`config.mk`:
```
export PLATFORM = sky130hd
export DESIGN_NAME = board_plotter
export DESIGN_NICKNAME = d
export VERILOG_FILES = /design/src/rtl/board_plotter.sv
export SDC_FILE = /design/constraint.sdc
export NUM_CORES = 1
export LEC_CHECK = 0
export CAP_MARGIN = 0
export CORE_ASPECT_RATIO = 2
export CORE_MARGIN = 1.5
export CORE_UTILIZATION = 50
export CTS_BUF_LIST = sky130_fd_sc_hd__clkbuf_4 sky130_fd_sc_hd__clkbuf_8 sky130_fd_sc_hd__clkbuf_16
export CTS_CLUSTER_DIAMETER = 80
export DETAILED_ROUTE_END_ITERATION = 10
export GPL_TIMING_DRIVEN = 0
export PLACE_DENSITY = 0.8
export SYNTH_ARGS = -nofsm -noshare
export SYNTH_HDL_FRONTEND = slang
export SYNTH_SLANG_ARGS = --single-unit
```
`constraint.sdc`:
```
create_clock -name clk -period 2.3 [get_ports clk]
set_input_delay 0.345 -clock clk [delete_from_list [all_inputs] [get_ports clk]]
set_output_delay 0.345 -clock clk [all_outputs]
set_load 0.1 [all_outputs]
```
`src/rtl/board_plotter.sv`:
```
// board_plotter: reader side of the board RAM. On a start pulse it walks the board
// row by row. For each row it fetches one COLS-bit word and draws every cell as a
// CELL x CELL pixel block, writing one pixel to the VGA adapter per cycle.
//
// Ports:
//   clk, reset_n        clock; asynchronous active-low reset
//   start, abort        begin a redraw (IDLE only) / cancel a redraw (no done pulse)
//   row_addr, row_rd    RAM row address (always the current row) and read strobe
//   row_data            RAM read data; column 0 is the MSB
//   x, y, colour, plot  pixel write towards the VGA adapter (zero outside PLOT)
//   busy, done          redraw in progress / one-cycle completion pulse
module board_plotter #(
  parameter int unsigned COLS         = 40,
  parameter int unsigned ROWS         = 30,
  parameter int unsigned CELL         = 4,
  parameter int unsigned RD_LATENCY   = 1,
  parameter logic [2:0]  ALIVE_COLOUR = 3'b010,
  parameter logic [2:0]  DEAD_COLOUR  = 3'b000
) (
  input  logic            clk,
  input  logic            reset_n,
  input  logic            start,
  input  logic            abort,
  output logic [4:0]      row_addr,
  output logic            row_rd,
  input  logic [COLS-1:0] row_data,
  output logic [7:0]      x,
  output logic [6:0]      y,
  output logic [2:0]      colour,
  output logic            plot,
  output logic            busy,
  output logic            done
);

  localparam int unsigned Pix = CELL * CELL;
  localparam int unsigned PW  = (Pix > 1) ? $clog2(Pix) : 1;
  localparam int unsigned CW  = (COLS > 1) ? $clog2(COLS) : 1;
  localparam int unsigned WW  = $clog2(RD_LATENCY + 1);

  typedef enum logic [2:0] {StIdle, StFetch, StWait, StPlot, StDone} state_e;

  state_e          state_q, state_d;
  logic [4:0]      row_q, row_d;
  logic [CW-1:0]   col_q, col_d;
  logic [PW-1:0]   pix_q, pix_d;
  logic [WW-1:0]   wait_q, wait_d;
  // Row word; shifted left once per finished cell so the current cell is always the MSB.
  logic [COLS-1:0] bits_q, bits_d;

  always_ff @(posedge clk or negedge reset_n) begin
    if (!reset_n) begin
      state_q <= StIdle;
      row_q   <= '0;
      col_q   <= '0;
      pix_q   <= '0;
      wait_q  <= '0;
      bits_q  <= '0;
    end else begin
      state_q <= state_d;
      row_q   <= row_d;
      col_q   <= col_d;
      pix_q   <= pix_d;
      wait_q  <= wait_d;
      bits_q  <= bits_d;
    end
  end

  always_comb begin
    state_d  = state_q;
    row_d    = row_q;
    col_d    = col_q;
    pix_d    = pix_q;
    wait_d   = wait_q;
    bits_d   = bits_q;
    row_rd   = 1'b0;
    x        = '0;
    y        = '0;
    colour   = '0;
    plot     = 1'b0;
    done     = 1'b0;
    row_addr = row_q;
    busy     = (state_q != StIdle);

    unique case (state_q)
      StIdle: begin
        if (start) begin
          row_d   = '0;
          col_d   = '0;
          pix_d   = '0;
          wait_d  = '0;
          state_d = StFetch;
        end
      end
      StFetch: begin
        row_rd  = 1'b1;
        wait_d  = '0;
        state_d = StWait;
      end
      StWait: begin
        if (wait_q == WW'(RD_LATENCY - 1)) begin
          bits_d  = row_data;
          col_d   = '0;
          pix_d   = '0;
          state_d = StPlot;
        end else begin
          wait_d = wait_q + WW'(1);
        end
      end
      StPlot: begin
        plot   = 1'b1;
        x      = 8'((32'(col_q) * CELL) + (32'(pix_q) % CELL));
        y      = 7'((32'(row_q) * CELL) + (32'(pix_q) / CELL));
        colour = bits_q[COLS-1] ? ALIVE_COLOUR : DEAD_COLOUR;
        if (pix_q == PW'(Pix - 1)) begin
          pix_d  = '0;
          bits_d = bits_q << 1;
          if (col_q == CW'(COLS - 1)) begin
            col_d = '0;
            if (row_q == 5'(ROWS - 1)) begin
              state_d = StDone;
            end else begin
              row_d   = row_q + 5'd1;
              state_d = StFetch;
            end
          end else begin
            col_d = col_q + CW'(1);
          end
        end else begin
          pix_d = pix_q + PW'(1);
        end
      end
      StDone: begin
        done    = 1'b1;
        state_d = StIdle;
      end
      default: state_d = StIdle;
    endcase

    // abort beats start in IDLE and cancels any redraw in progress without a done pulse.
    if (abort) begin
      state_d = StIdle;
      row_d   = '0;
      col_d   = '0;
      pix_d   = '0;
      wait_d  = '0;
    end
  end

endmodule
```
==> impl_metrics.yaml <==
placed_design:
  hpwl_mm: 5.77
  placed_cell_area_um2: 3840
  gp_congestion: 0.935
  io_buffers: 67
logic_synthesis:
  synth-main-ff-cell: "dfrtp_1"
  synth_area_per_cell_um2: 8.55
  yosys_warnings: 0
  synth-edff-count: 0
  synthTopCellsByArea: "dfrtp_1 (48%), nand2_1 (10%), a31oi_1 (9.2%), nor2_1 (5.8%), and2_1 (2.7%)"
  async_flop_share_pct: 100
  yosysUniqueCellTypes: 53
  synth_area_um2: 3040
  ys_seq_area_share_pct: 47.7
  synth_most_common_cell: "nand2_1"
  synth_common_cells: "nand2_1 (85), dfrtp_1 (58), nor2_1 (47)"
  ys_seq_elements: 58
  synthCells: 356
  yosysTopAreaCellShare_pct: 47.7
  yosysTopAreaCell: "dfrtp_1"
critical_path:
  cp.arrival_ns: 1.90
  cp_top_family: "buffers and inverters"
  crit_type: "reg -> out"
  end_kind: "output pin"
  max_stage_delay_ns: 1.17
  cp_num_buf_inv: 1
  start_kind: "flip-flop"
  cp_max_fo: 5
  slowest_stage: "clkdlybuf4s50_1"
  crit_chain: "clkdlybuf4s50_1"
  cp.required_ns: 1.96
global_route:
  grt_start_max_net_pins: 42
  grtUsageMet3_pct: 5.71
  grt_pass1_vias: 2971
  grt.busiest_layer: "met2"
  grt_pass1_wl_mm: 13.4
  antenna_found_initial: 0
  grt_use_met2_pct: 45.1
  grt_use_total_pct: 26.3
  grt_overflow: 0
  grt_use_met1_pct: 28.8
pwr:
  p_int_mw: 2.31
  ir_drop_mv: 0.446
  comb_power_share_pct: 17.5
  power-per-cell-area_nw_per_um2: 760
  p_seq_share_pct: 42.0
  pwr-share-clk_pct: 40.5
  p_leak_nw: 1.87
  p_sw_mw: 0.878
  switching_share_pct: 27.5
layout:
  multi_input_area_um2: 1450
  drive_gt1_share_pct: 18.8
  fillers: 470
  final_util_pct: 70.5
  fin_area_um2: 4200
  syn_to_final_growth_pct: 37.9
  area.sequential_um2: 1450
  final_nets: 485
  n_antenna_cell: 0
clock_network:
  htree_levels: 3
  numClockSinks: 58
  cts_tree: "yes"
  numCtsBuffers: 9
  clk_pin_slew_ns: 0.05
  clk_path_buf_depth: 2
  cts-root-buf: "clkbuf_16"
  clk_latency_ns: 0.32
floorplan:
  die_h_um: 113
  ios: 71
  num_rows: 40
  core_um2: 5960
  die-area_um2: 6590
  die_w_um: 58.2
  initial_utilization_pct: 51.1
routing:
  drc: 3
  dr_total_vias: 2934
  wl_per_cell_um: 16.0
  dr.pass1.iters: 8
  wl_mm: 8.08
  dr.first_iter.drc_count: 159
  vias_per_cell: 5.81
  ant_nets: 0
status:
  status: "complete, but fails checks"
  failed_checks: "DRC"
sta:
  clock-skew-final_ns: 0.00386
  setup-violations-final: 0
  slew_headroom_pct: 34.8
  slew_violations: 0
  fin_crit_ns: 2.24
  finalHoldViolations: 0
  period_share_pct: 97.5
  worst_slew_pin_slew_ns: 0.974
  clock.fmax_mhz: 446
hold_path:
  hp-class: "in -> reg"
run:
  maxCapViolCount: 0
## cells in the final DEF, fill, tap and decap left out, drive strengths merged, types with 4 or more instances in the layout
cell type and n:
ha 4, nand4 4, nand2 85, dfrtp 58, and2 13, o21ai 14, inv 6, buf 37
clkdlybuf4s50 43, nand3 5, clkbuf 20, clkinv 4, or3 4, a31oi 45, nor2 49
## power groups by stage
stage	clock (mW)	combinational (mW)	sequential, mW
5_1_grt	1.34	0.627	1.36
4_1_cts	1.30	0.562	1.34
2_1_floorplan	0	0.367	1.34
6_report	1.29	0.559	1.34
3_3_place_gp	0	0.537	1.35
3_5_place_dp	0	0.557	1.36
## per-layer routing
metal / up-vias / routed length [µm]
met3: 27 / 336
met4: 0 / 306
met2: 97 / 4420
li1: 1398 / -
met1: 1412 / 3020
met5: - / 0
## state kept, by name, summed over array words and instances, names as in the netlist
signal and cells:
bits_q 40, col_q 6, row_addr 5, pix_q 4, state_q 3
## per-stage QoR
step | hold slack (ns) | setup TNS, ns | instances | worst slack [ns] | total power, mW
detailed placement | 0.307 | -8.35 | 488 | -0.556 | 1.91
global route | 0.269 | -0.0119 | 505 | -0.0119 | 3.33
floorplan | 0.0494 | -1.59 | 357 | -0.791 | 1.70
finish | 0.266 | 0 | 505 | 0.0574 | 3.19
global placement | 0.521 | -60.45 | 487 | -0.910 | 1.88
CTS | 0.255 | 0 | 505 | 0.00341 | 3.20
## logic make-up (layout without fill, tap and decap cells)
kind of cell,after synthesis,in the layout,synth area share (%)
AND/OR/NAND/NOR,181,181,27.4
buffers and inverters,32,117,5.63
other,1,2,0.123
AO/OA/AOI/OAI,78,78,16.8
adder cells (fa/ha/maj),4,4,1.64
flip-flops,58,58,47.7
multiplexers,2,2,0.740
## repair_timing
action	CTS	global route
setup buffers	0	0
hold endpoints to repair	17	0
pin swaps	0	0
hold buffers	1	0
gates resized for setup	122	27
setup endpoints to repair	22	19
## layout make-up
cell class	instances	area share (%)
Timing Repair Buffer	69	17.7
Tap cell	63	1.88
Buffer	26	3.79
Sequential cell	58	34.6
Clock buffer	10	5.54
Inverter	6	0.596
Clock inverter	6	1.37
Multi-Input combinational cell	267	34.5
## final timing paths
kind / startpoint / to / slack (ns) / depth (start not counted)
worst max-delay path: row_addr[1] / row_addr[1] / 0.06 / 1
worst min register to register: bits_q[13] / bits_q[14] / 0.54 / 2
worst max register to register: pix_q[0] / col_q[0] / 0.41 / 5
max in group asynchronous: reset_n / bits_q[34] / 1.24 / 3
worst min-delay path: abort / row_addr[0] / 0.27 / 2
min in group asynchronous: reset_n / bits_q[16] / 0.50 / 2
(Power assumes the default switching activity.)
==> RTL edit: new RTL, same settings <==
The parameter `RD_LATENCY` goes from 1 to 2.
--- a/src/rtl/board_plotter.sv
+++ b/src/rtl/board_plotter.sv
@@ -15,3 +15,3 @@
   parameter int unsigned CELL         = 4,
-  parameter int unsigned RD_LATENCY   = 1,
+  parameter int unsigned RD_LATENCY   = 2,
   parameter logic [2:0]  ALIVE_COLOUR = 3'b010,
Function: changed (a bounded check fails within 4 cycles, from zero or initial values and one cycle with reset_n low).
==> RTL edit against the unedited design <==
- combinational power is 28% higher
- sequential share of layout area is 0.26 points higher
- critical path depth is 3 higher
- synthesized cell count is 4.2% higher
- highest routed layer unchanged
- synthesized area is 2.3% higher
- count of clock-buffer cells in the layout is 1 higher
- design area is 2.7% higher
- hold slack worse by 230 ps
- core utilization is 1.3 points higher
- sequential cell count is 2 higher
- total power is 9.9% higher
- largest cell class unchanged
- setup slack better by 21 ps
- routed wire length is 1.6% lower
- via count is 0.24% lower
==> RTL edit: results (changes against the unedited design) <==
- Drt initial violations: 156 (was 159)
- Reg2Reg Depth: 6 (was 5)
- Fill cell count: 465 (was 470)
- Setup bufs post-CTS: 0 (unchanged)
- Sequential fraction of the synthesis area: 0.482 (was 0.477)
- Met3 WL post-DR: 311 microns (was 336 microns)
- GR Util met3: 0.0644 (was 0.0571)
- Commonest cells post-synth: 94 x nand2_1, 60 x dfrtp_1, 49 x nor2_1 (was 85 x nand2_1, 58 x dfrtp_1, 47 x nor2_1)
- Sw Share: 0.282 (was 0.275)
- Final core occ: 0.718 (was 0.705)
- Met2 GRT Util: 0.455 (was 0.451)
- First-pass iteration count of the detailed router: 4 (was 8)
- Count of different cell masters after synthesis: 44 (was 53)
- Met1 Routed Length: 3100 microns (was 3020 microns)
- Worst path slowest cell: clkdlybuf4s15_2 (was clkdlybuf4s50_1)
- Max FFs per register: 40 (unchanged)
- HP Class: in2async (was in2reg)
- Pre-CTS setup slack: -809 ps (was -556 ps)
- Clk slew on worst S/H paths: 50 ps (about the same)
- Synth area leaders: dfrtp_1 48%, nand2_1 11%, a31oi_1 8.6% (was dfrtp_1 48%, nand2_1 10%, a31oi_1 9.2%)
- Dpl cells: 503 (was 488)
- Clock Tree Buf Depth: 2 (unchanged)
- Outcome: finished, final reports clean (was finished with violations)
- Placed cell area: 3920 sq um (was 3840 sq um)
- CP max stage delay: 480 ps (was 1170 ps)
- RR Startpoint: col_q[0] (was pix_q[0])
- GRT Total Usage: 0.248 (was 0.263)
- Skew final: 6.05 ps (was 3.86 ps)
- DR top layer: met4 (unchanged)
- Initial antenna violation count: 0 (unchanged)
- Layout cells sized above 1: 0.168 (was 0.188)
- Global-route wire length before repair: 12,700 microns (was 13,400 microns)
- DP HPWL: 5630 microns (was 5770 microns)
- Lkg Pwr: 1.91 nW (was 1.87 nW)
- DR DRC count: 0 (was 3)
- Max rail drop VDD: 456 uV (was 446 uV)
- Routability cong.: 0.824 (was 0.935)
- WHS: 31.6 ps (was 266 ps)
- Met1 Usage GRT: 0.244 (was 0.288)
- Routed via count: 2,927 (was 2,934)
- Buffers on Ports: 67 (unchanged)
- Slew at the pin closest to its max-slew limit: 974 ps (about the same)
- Largest net degree at the start of global routing: 34 (was 42)
- Root buf cell: clkbuf_16 (unchanged)
- Post-Synthesis Cells: 371 (was 356)
- Crit-path max FO: 10 (was 5)
- Routed WL: 7950 microns (was 8080 microns)
- Arrival @ worst endpoint: 1880 ps (was 1900 ps)
- Vias in the first global route: 2,905 (was 2,971)
- Post-Layout Cell Count: 516 (was 505)
- FF-to-FF End: row_addr[1] (was col_q[0])
- Flop2flop setup slack: 280 ps (was 410 ps)
- Met2 wire len: 4360 microns (was 4420 microns)
- Crit-path leading delay family: buffers and inverters (unchanged)
==> RTL edit: cell count changes after synthesis, sizes merged, moves of 3 or more <==
cell and change:
a21oi +8, clkbuf +10, nand3b -3, buf -7, a21boi -3, nand2 +9
o21ai +3
==> RTL edit: repair_timing <==
item                       CTS  global route
gates resized for setup    143            20
gates cloned                 0             0
hold buffers                 0             0
setup endpoints to repair   22            20
==> RTL edit: cell families (layout without fill, tap and decap cells) <==
kind of cell,count (synthesis),count (layout),synth area share
other,1,2,0.00120
and+or+nand+nor,184,184,0.261
muxes,4,4,0.0165
DFF,60,60,0.482
AOI/OAI and AO/OA,82,82,0.169
buffers and inverters,35,116,0.0498
adders and majority gates,5,5,0.0201
==> RTL edit: area by class of cell <==
cell class | count | share of cell area
clock buffer | 11 | 0.0557
tap | 63 | 0.0183
multi-input combinational | 277 | 0.346
sequential | 60 | 0.348
buffer | 28 | 0.0325
clock inverter | 3 | 0.00929
inverter | 6 | 0.00522
timing repair buffer | 68 | 0.184
==> RTL edit: power by group through the flow <==
stage | registers [mW] | clock network [mW] | logic (mW)
after floorplan | 1.49 | 0 | 0.506
after global placement | 1.52 | 0 | 0.684
after detailed placement | 1.53 | 0 | 0.712
after CTS | 1.51 | 1.30 | 0.716
after global routing | 1.54 | 1.35 | 0.798
final | 1.51 | 1.28 | 0.715
==> RTL edit: worst max path at each step <==
stage / start / end / slack, ps / cells past startpoint
floorplan: row_addr[1] / y[3] / -20 / 2
global placement: reset_n / row_addr[2] / -1040 / 1
detailed placement: state_q[2] / y[4] / -810 / 7
CTS: state_q[2] / y[4] / 6 / 7
global route: state_q[1] / busy / -30 / 4
finish: state_q[1] / busy / 80 / 4
